<file path="src/rtl/seg7_pkg.sv">
// Shared constants for the 7-segment driver: segment font, blank pattern and
// the digit-index width helper.
package seg7_pkg;

  localparam logic [6:0] SEG7_OFF = 7'b000_0000;

  // Segment order is {g,f,e,d,c,b,a}; entries 0-9 then A, b, C, d, E, F.
  localparam logic [6:0] SEG7_FONT [16] = '{
    7'h3F, 7'h06, 7'h5B, 7'h4F, 7'h66, 7'h6D, 7'h7D, 7'h07,
    7'h7F, 7'h6F, 7'h77, 7'h7C, 7'h39, 7'h5E, 7'h79, 7'h71
  };

  function automatic int idx_w(input int n);
    return (n > 1) ? $clog2(n) : 1;
  endfunction

endpackage

</file>
<file path="src/rtl/seg7_font_rom.sv">
// Combinational hex nibble to 7-segment pattern lookup.
module seg7_font_rom
  import seg7_pkg::*;
(
  input  logic [3:0] nibble_i,
  output logic [6:0] seg_o
);

  assign seg_o = SEG7_FONT[nibble_i];

endmodule

</file>
<file path="src/rtl/seg7_mux_driver.sv">
// Double-buffered, time-multiplexed NUM_DIGITS 7-segment display driver.
// Define SEG7_MUX_DP_EN to add the per-digit decimal point path (dp_in/dp_out).
module seg7_mux_driver
  import seg7_pkg::*;
#(
  parameter int NUM_DIGITS     = 4,
  parameter int SCAN_DIV       = 1000,
  parameter int SEG_ACTIVE_LOW = 0,
  parameter int DIG_ACTIVE_LOW = 0
) (
  input  logic                    clk,
  input  logic                    reset,
  input  logic [4*NUM_DIGITS-1:0] value_in,
  input  logic                    value_valid,
  output logic                    value_ready,
  input  logic                    blank_lz_in,
  output logic [6:0]              segments_out,
  output logic [NUM_DIGITS-1:0]   digit_en_out,
  output logic                    frame_done
`ifdef SEG7_MUX_DP_EN
  ,
  input  logic [NUM_DIGITS-1:0]   dp_in,
  output logic                    dp_out
`endif
);

  localparam int IW = idx_w(NUM_DIGITS);
  localparam int CW = $clog2(SCAN_DIV);
  localparam logic [6:0] SEG_IDLE = (SEG_ACTIVE_LOW != 0) ? ~SEG7_OFF : SEG7_OFF;
  localparam logic [NUM_DIGITS-1:0] EN_IDLE = (DIG_ACTIVE_LOW != 0) ? '1 : '0;
  localparam logic [CW-1:0] CNT_LAST = CW'(SCAN_DIV - 1);
  localparam logic [IW-1:0] IDX_LAST = IW'(NUM_DIGITS - 1);

  // lz[k] set when blanking is on, k is not the rightmost digit, and every
  // nibble from k up to the most significant one is zero.
  function automatic logic [NUM_DIGITS-1:0] calc_lz(input logic [4*NUM_DIGITS-1:0] v,
                                                    input logic blank);
    logic [NUM_DIGITS-1:0] m;
    logic                  zero_run;
    m        = '0;
    zero_run = 1'b1;
    for (int k = NUM_DIGITS - 1; k >= 0; k--) begin
      zero_run = zero_run && (v[4*k +: 4] == 4'h0);
      m[k]     = blank && (k != 0) && zero_run;
    end
    return m;
  endfunction

  logic [CW-1:0]           cnt_q, cnt_d;
  logic [IW-1:0]           idx_q, idx_d;
  logic [4*NUM_DIGITS-1:0] disp_q, disp_d;
  logic [4*NUM_DIGITS-1:0] pend_q, pend_d;
  logic                    pend_full_q, pend_full_d;
  logic [NUM_DIGITS-1:0]   lz_q, lz_d;
  logic [6:0]              seg_q, seg_d;
  logic [NUM_DIGITS-1:0]   en_q, en_d;
  logic                    fdone_q, fdone_d;

  logic                    last_cnt, boundary, gap, load;
  logic [3:0]              nib;
  logic                    lz_sel;
  logic [6:0]              font_seg, seg_raw;
  logic [NUM_DIGITS-1:0]   en_raw;

`ifdef SEG7_MUX_DP_EN
  logic [NUM_DIGITS-1:0]   dp_disp_q, dp_disp_d;
  logic [NUM_DIGITS-1:0]   dp_pend_q, dp_pend_d;
  logic                    dp_q, dp_d, dp_sel;
`endif

  assign last_cnt    = (cnt_q == CNT_LAST);
  assign boundary    = last_cnt && (idx_q == IDX_LAST);
  assign gap         = (cnt_q == '0);
  assign load        = value_valid && !pend_full_q;
  assign value_ready = !pend_full_q;

  always_comb begin
    nib    = 4'h0;
    lz_sel = 1'b0;
`ifdef SEG7_MUX_DP_EN
    dp_sel = 1'b0;
`endif
    for (int k = 0; k < NUM_DIGITS; k++) begin
      if (idx_q == IW'(k)) begin
        nib    = disp_q[4*k +: 4];
        lz_sel = lz_q[k];
`ifdef SEG7_MUX_DP_EN
        dp_sel = dp_disp_q[k];
`endif
      end
    end
  end

  seg7_font_rom u_font (
    .nibble_i (nib),
    .seg_o    (font_seg)
  );

  always_comb begin
    cnt_d       = last_cnt ? '0 : cnt_q + CW'(1);
    idx_d       = idx_q;
    if (last_cnt) idx_d = (idx_q == IDX_LAST) ? '0 : idx_q + IW'(1);

    pend_d      = pend_q;
    pend_full_d = pend_full_q;
    if (load) begin
      pend_d      = value_in;
      pend_full_d = 1'b1;
    end else if (boundary) begin
      pend_full_d = 1'b0;
    end

    disp_d = (boundary && pend_full_q) ? pend_q : disp_q;
    lz_d   = boundary ? calc_lz(disp_d, blank_lz_in) : lz_q;

`ifdef SEG7_MUX_DP_EN
    dp_pend_d = load ? dp_in : dp_pend_q;
    dp_disp_d = (boundary && pend_full_q) ? dp_pend_q : dp_disp_q;
    dp_d      = (gap ? 1'b0 : dp_sel) ^ (SEG_ACTIVE_LOW != 0);
`endif

    // Pin stage: slot at count 0 is the anti-ghost gap with every digit off.
    seg_raw = (gap || lz_sel) ? SEG7_OFF : font_seg;
    en_raw  = gap ? '0 : (NUM_DIGITS'(1) << idx_q);
    seg_d   = (SEG_ACTIVE_LOW != 0) ? ~seg_raw : seg_raw;
    en_d    = (DIG_ACTIVE_LOW != 0) ? ~en_raw : en_raw;
    fdone_d = boundary;
  end

  always_ff @(posedge clk or posedge reset) begin
    if (reset) begin
      cnt_q       <= '0;
      idx_q       <= '0;
      disp_q      <= '0;
      pend_q      <= '0;
      pend_full_q <= 1'b0;
      lz_q        <= '0;
      seg_q       <= SEG_IDLE;
      en_q        <= EN_IDLE;
      fdone_q     <= 1'b0;
`ifdef SEG7_MUX_DP_EN
      dp_disp_q   <= '0;
      dp_pend_q   <= '0;
      dp_q        <= (SEG_ACTIVE_LOW != 0);
`endif
    end else begin
      cnt_q       <= cnt_d;
      idx_q       <= idx_d;
      disp_q      <= disp_d;
      pend_q      <= pend_d;
      pend_full_q <= pend_full_d;
      lz_q        <= lz_d;
      seg_q       <= seg_d;
      en_q        <= en_d;
      fdone_q     <= fdone_d;
`ifdef SEG7_MUX_DP_EN
      dp_disp_q   <= dp_disp_d;
      dp_pend_q   <= dp_pend_d;
      dp_q        <= dp_d;
`endif
    end
  end

  assign segments_out = seg_q;
  assign digit_en_out = en_q;
  assign frame_done   = fdone_q;
`ifdef SEG7_MUX_DP_EN
  assign dp_out       = dp_q;
`endif

endmodule

</file>
<file path="config.mk">
export PLATFORM = sky130hd
export DESIGN_NAME = seg7_mux_driver
export DESIGN_NICKNAME = d
export VERILOG_FILES = /design/src/rtl/seg7_pkg.sv /design/src/rtl/seg7_font_rom.sv /design/src/rtl/seg7_mux_driver.sv
export SDC_FILE = /design/constraint.sdc
export NUM_CORES = 1
export LEC_CHECK = 0
export ABC_AREA = 1
export CAP_MARGIN = 5
export CORE_UTILIZATION = 45
export DETAILED_ROUTE_END_ITERATION = 12
export GPL_TIMING_DRIVEN = 0
export PLACE_DENSITY = 0.67
export SYNTH_ARGS = -nofsm -noshare
export SYNTH_HDL_FRONTEND = slang
export SYNTH_SLANG_ARGS = --single-unit
</file>
<file path="constraint.sdc">
create_clock -name clk -period 4.2 [get_ports clk]
set_input_delay 1.26 -clock clk [delete_from_list [all_inputs] [get_ports clk]]
set_output_delay 1.26 -clock clk [all_outputs]
set_load 0.1 [all_outputs]
</file>
After elaboration in Yosys (flattened, before gate mapping)

Memories as Yosys holds them, arrays and structs flattened.
Index checks and enable logic that the tools add are counted.

Shift-type cells: 1
Eq/ne operators: 4
Bitwise logic cells: 1
$mul: 0
Divide/modulo/power cells: 0
$add $sub $neg: 2
Magnitude comparators: 1
Reductions and logical operators: 16
Mux-type cells: 16

Operators with widths:

| cell                  | count |
|---|---|
| $mux 7                | 3 |
| $mux 4                | 5 |
| $mux 16               | 1 |
| $logic_not 4->1       | 3 |
| $add 10x1->10 const B | 1 |
| $eq 10x10->1 const B  | 1 |
| $logic_not 10->1      | 1 |
| $mux 10               | 1 |
| $logic_and 1x1->1     | 8 |
| $ge 5x5->1 const B    | 1 |
| $mux 1                | 5 |
| $not 4->5             | 1 |
| $eq 2x2->1 const B    | 2 |
| $shl 1x2->4 const A   | 1 |
| $add 2x1->2 const B   | 1 |
| $eq 2x1->1 const B    | 1 |
| $logic_not 2->1       | 1 |
| $mux 2                | 1 |
| $reduce_bool 2->1     | 1 |
| $logic_not 1->1       | 1 |
| $logic_or 1x1->1      | 1 |

Memory bits (read-only): 112
Memories kept: 1
Flip-flop bits (word level): 60
Bits in writable memories: 0
Output and inout bits: 13
Bits of input ports: 20
Bits in latches: 0

Memories:

| memory           | words | bits a word | rd ports | clocked after memory_dff | wr ports | RTL line           | source |
|---|---|---|---|---|---|---|---|
| (name not given) | 16    | 7           | 1        | 0                        | 0        | seg7_font_rom.sv:9 | `assign seg_o = SEG7_FONT[nibble_i];` |

Logic depth before layout (Yosys ltp)

Depth after elaboration: 10
Depth in mapped cells: 15
Mapped depth without buffers: 15

Cells and area by module

Synthesis repeated with hierarchy kept, for this count alone.

Cell total of the unflattened synthesis: 360
Area, all modules: 3,009.1 sq um

Modules (own cells, without submodules):

| module          | times used | area an instance (sq um) | cells an instance |
|---|---|---|---|
| seg7_mux_driver | 1          | 2,738.9                  | 308 |
| seg7_font_rom   | 1          | 270.3                    | 52 |

Least setup slack after synthesis

Ideal clock, no wire load.

Path kind: reg2out
Start: reg pend_full_q
End: out value_ready
Setup slack: 1,930 ps
Cell stages (with the launch flop): 2
Buffers on the path: 0
Arrival: 1,010 ps
Data required time: 2,940 ps
Cells stage by stage: dfrtp_1 inv_1

Cells in the longest elaborated chain, start to end: 1

Ends and longest elaborated chain:

| what                   | RTL line               | source |
|---|---|---|
| start, declared        | seg7_mux_driver.sv:53  | `logic pend_full_q, pend_full_d;` |
| start signal, assigned | seg7_mux_driver.sv:151 | `pend_full_q <= pend_full_d;` |
| $logic_not 1->1        | seg7_mux_driver.sv:75  | `assign value_ready = !pend_full_q;` |
| end, declared          | seg7_mux_driver.sv:15  | `output logic value_ready,` |

Every way passes these cells.

Worst setup path in the final report

Same ends and word-level chain as after synthesis.

==> results.py <==
metrics = {
    "cts": {
        "cts_setup_buffers": 0,
        "cts_buffer_depth": 2,
        "clk_pin_slew_ns": 0.07,
        "ctsHoldBuffers": 0,
        "htree_num_levels": 3,
        "clock_latency_ns": 0.34,
        "cts_tree": "done",
        "numCtsBuffers": 9,
        "clock_sinks": 60,
        "root_buffer": "clkbuf_8",
        "cts_resized": 0,
    },
    "worst_setup_path": {
        "endpoint_kind": "primary output",
        "slowest_stage": "clkdlybuf4s50_1",
        "cp-start-kind": "flip-flop",
        "path_cells": "inv_1 -> clkdlybuf4s50_1",
        "criticalPathCategory": "reg2out",
        "cp_data_required_time_ns": 2.94,
        "path_max_fanout": 3,
        "critPathArrivalTime_ns": 2.02,
        "slowest_delay_ns": 1.13,
    },
    "cells_and_area": {
        "final_common_cell": "inv_1",
        "final_cell_mix": "63 x inv_1, 62 x nand2_1, 60 x dfrtp_1",
        "syn_to_final_growth_pct": 22.8,
        "fin_nets": 419,
        "diodes": 0,
        "fillers": 568,
        "drive_gt1_share_pct": 12.5,
    },
    "sta": {
        "tightest_slew_ns": 0.963,
        "final_max_slew_viol_count": 0,
        "max_slew_margin_pct": 35.6,
        "rsz0062_at_grt": "false",
        "finalCriticalPeriod_ns": 3.28,
        "setup_viol": 0,
        "hold_violations": 0,
        "setup_slack_ns": 0.919,
        "period_share_pct": 78.1,
        "fmax_mhz": 305,
        "skew_ns": 0.00395,
        "tns_ns": 0,
    },
    "route": {
        "postRouteAntennaNets": 0,
        "routed_wl_um": 5620,
        "drt-initial-drc-count": 106,
        "drtPass1Iterations": 4,
        "drc_errors": 0,
        "wire_per_inst_um": 12.0,
        "viasPerCell": 4.88,
        "via_count": 2287,
    },
    "placement": {
        "place.gp.congestion": 0.844,
        "numPortBuffers": 32,
        "pre_cts_ws_ns": 1.30,
        "hpwl_um": 4180,
    },
    "synth": {
        "syn_inst": 343,
        "ys_types": 31,
        "synthesis.nets": 375,
        "syn_avg_cell_area_um2": 8.64,
        "yosys_warnings": 0,
        "ys_seq_elements": 60,
        "syn_area_um2": 2960,
        "yosysSeqAreaShare_pct": 50.7,
    },
    "floorplanning": {
        "ios": 33,
        "design.die.area_um2": 6920,
        "initial_utilization_pct": 46.7,
        "placementRows": 29,
        "fp.dieW_um": 83.2,
        "die_h_um": 83.2,
        "core_um2": 6350,
    },
    "flow_run": {
        "drv_cap": 0,
    },
    "outcome": {
        "status": "completed",
    },
    "global_route": {
        "grt_overflow": 0,
        "grt_pass1_wl_um": 10300,
        "grt_use_total_pct": 18.9,
        "antenna_found_initial": 0,
        "grt_pass1_vias": 2283,
        "grt_max_degree": 40,
    },
    "power": {
        "ir_drop_v": 0.000228,
        "leakage_uw": 0.00193,
        "powerDensity_nw_per_um2": 350,
    },
    "worst_hold_path": {
        "min_path_type": "reg2reg",
    },
}
## per-stage QoR
| stage | util, % | power (uW) | hold slack (ns) | std cells | cell area [um2] |
|---|---|---|---|---|---|
| after floorplan | - | 636 | 0.429 | 343 | 2960 |
| final | 57.3 | 1280 | 0.462 | 469 | 3640 |
| after global routing | 57.3 | 1330 | 0.500 | 469 | 3640 |
| after global placement | 53.2 | 661 | 0.444 | 452 | 3380 |
| after detailed placement | 53.6 | 665 | 0.451 | 453 | 3400 |
| after CTS | 57.3 | 1290 | 0.469 | 469 | 3640 |
## area by class of cell
cell class              count  area [um2]  share of cell area (%)
flip-flops and latches     60        1500                    41.3
repair buffers             33         340                    9.35
plain buffers               7        46.3                    1.27
multi-input cells         208        1160                    31.9
clock buffers               9         124                    3.40
inverters                  68         256                    7.05
clock inverters             7         115                    3.16
well taps                  77        96.3                    2.65
## metal layers
metal | GRT usage (%) | vias to the layer above | part of all wire, %
met3 | 4.87 | 12 | 4.1
met1 | 25.0 | 1049 | 47
li1 | - | 1177 | -
met4 | 7.99 | 0 | 2.2
met2 | 29.5 | 49 | 47
met5 | 0 | - | 0
## cell families after synthesis
group	count (synthesis)	share of synthesized area (%)
mux	7	2.66
buf+inv	75	10.2
simple gates	135	21.2
fa+ha+maj	12	5.07
compound gates	53	9.88
xor+xnor	1	0.296
flops	60	50.7
## power by group
group	switching, uW	leakage (uW)	internal [uW]
Clock	231	0.000115	392
Combinational	22.8	0.00109	27.1
Sequential	7.23	0.000725	596
Total	261	0.00193	1010
## state kept, by name, summed over array words and instances, names as in the netlist
signal	flops
cnt_q	10
digit_en_out	4
disp_q	16
frame_done	1
idx_q	2
lz_q	3
pend_full_q	1
pend_q	16
segments_out	7
## synth_stat cells
| cell type | instances | area [um2] |
|---|---|---|
| a21oi_1 | 25 | 125 |
| a2bb2oi_1 | 1 | 8.76 |
| buf_2 | 4 | 20.0 |
| buf_6 | 2 | 22.5 |
| clkbuf_1 | 1 | 3.75 |
| clkinv_2 | 1 | 5.00 |
| dfrtp_1 | 60 | 1500 |
| ha_1 | 12 | 150 |
| inv_1 | 64 | 240 |
| inv_2 | 3 | 11.3 |
| mux2_2 | 7 | 78.8 |
| nand2_1 | 62 | 233 |
| nand2_2 | 2 | 12.5 |
| nand2_4 | 1 | 11.3 |
| nand3_1 | 15 | 75.1 |
| nand3_2 | 1 | 10.0 |
| nand4_1 | 9 | 56.3 |
| nand4_4 | 1 | 21.3 |
| nor2_1 | 33 | 124 |
| nor2_2 | 2 | 12.5 |
| nor2_4 | 1 | 11.3 |
| nor2_8 | 1 | 20.0 |
| nor3_1 | 6 | 30.0 |
| nor4_2 | 1 | 12.5 |
| o21a_1 | 1 | 7.51 |
| o21ai_0 | 16 | 80.1 |
| o21ai_1 | 3 | 15.0 |
| o21ai_2 | 4 | 35.0 |
| o221ai_1 | 1 | 8.76 |
| o22ai_1 | 2 | 12.5 |
| xor2_1 | 1 | 8.76 |
## critical path: cells and delay by family, from the launching register on
kind | cells | cell delay, ns
buf+inv | 2 | 1.24
flops | 1 | 0.44
## path summary, 6_finish.rpt
| path | from | end | slack (ns) | cells after the start |
|---|---|---|---|---|
| setup / recovery | pend_full_q | value_ready | 0.92 | 2 |
| hold / removal | cnt_q[0] | cnt_q[0] | 0.46 | 1 |
| setup reg to reg | idx_q[0] | segments_out[3] | 1.71 | 11 |
| hold reg to reg | cnt_q[0] | cnt_q[0] | 0.46 | 1 |
| max in group asynchronous | reset | disp_q[11] | 2.38 | 3 |
| min in group asynchronous | reset | cnt_q[4] | 1.26 | 2 |
Power figures use the tool's default switching activity.
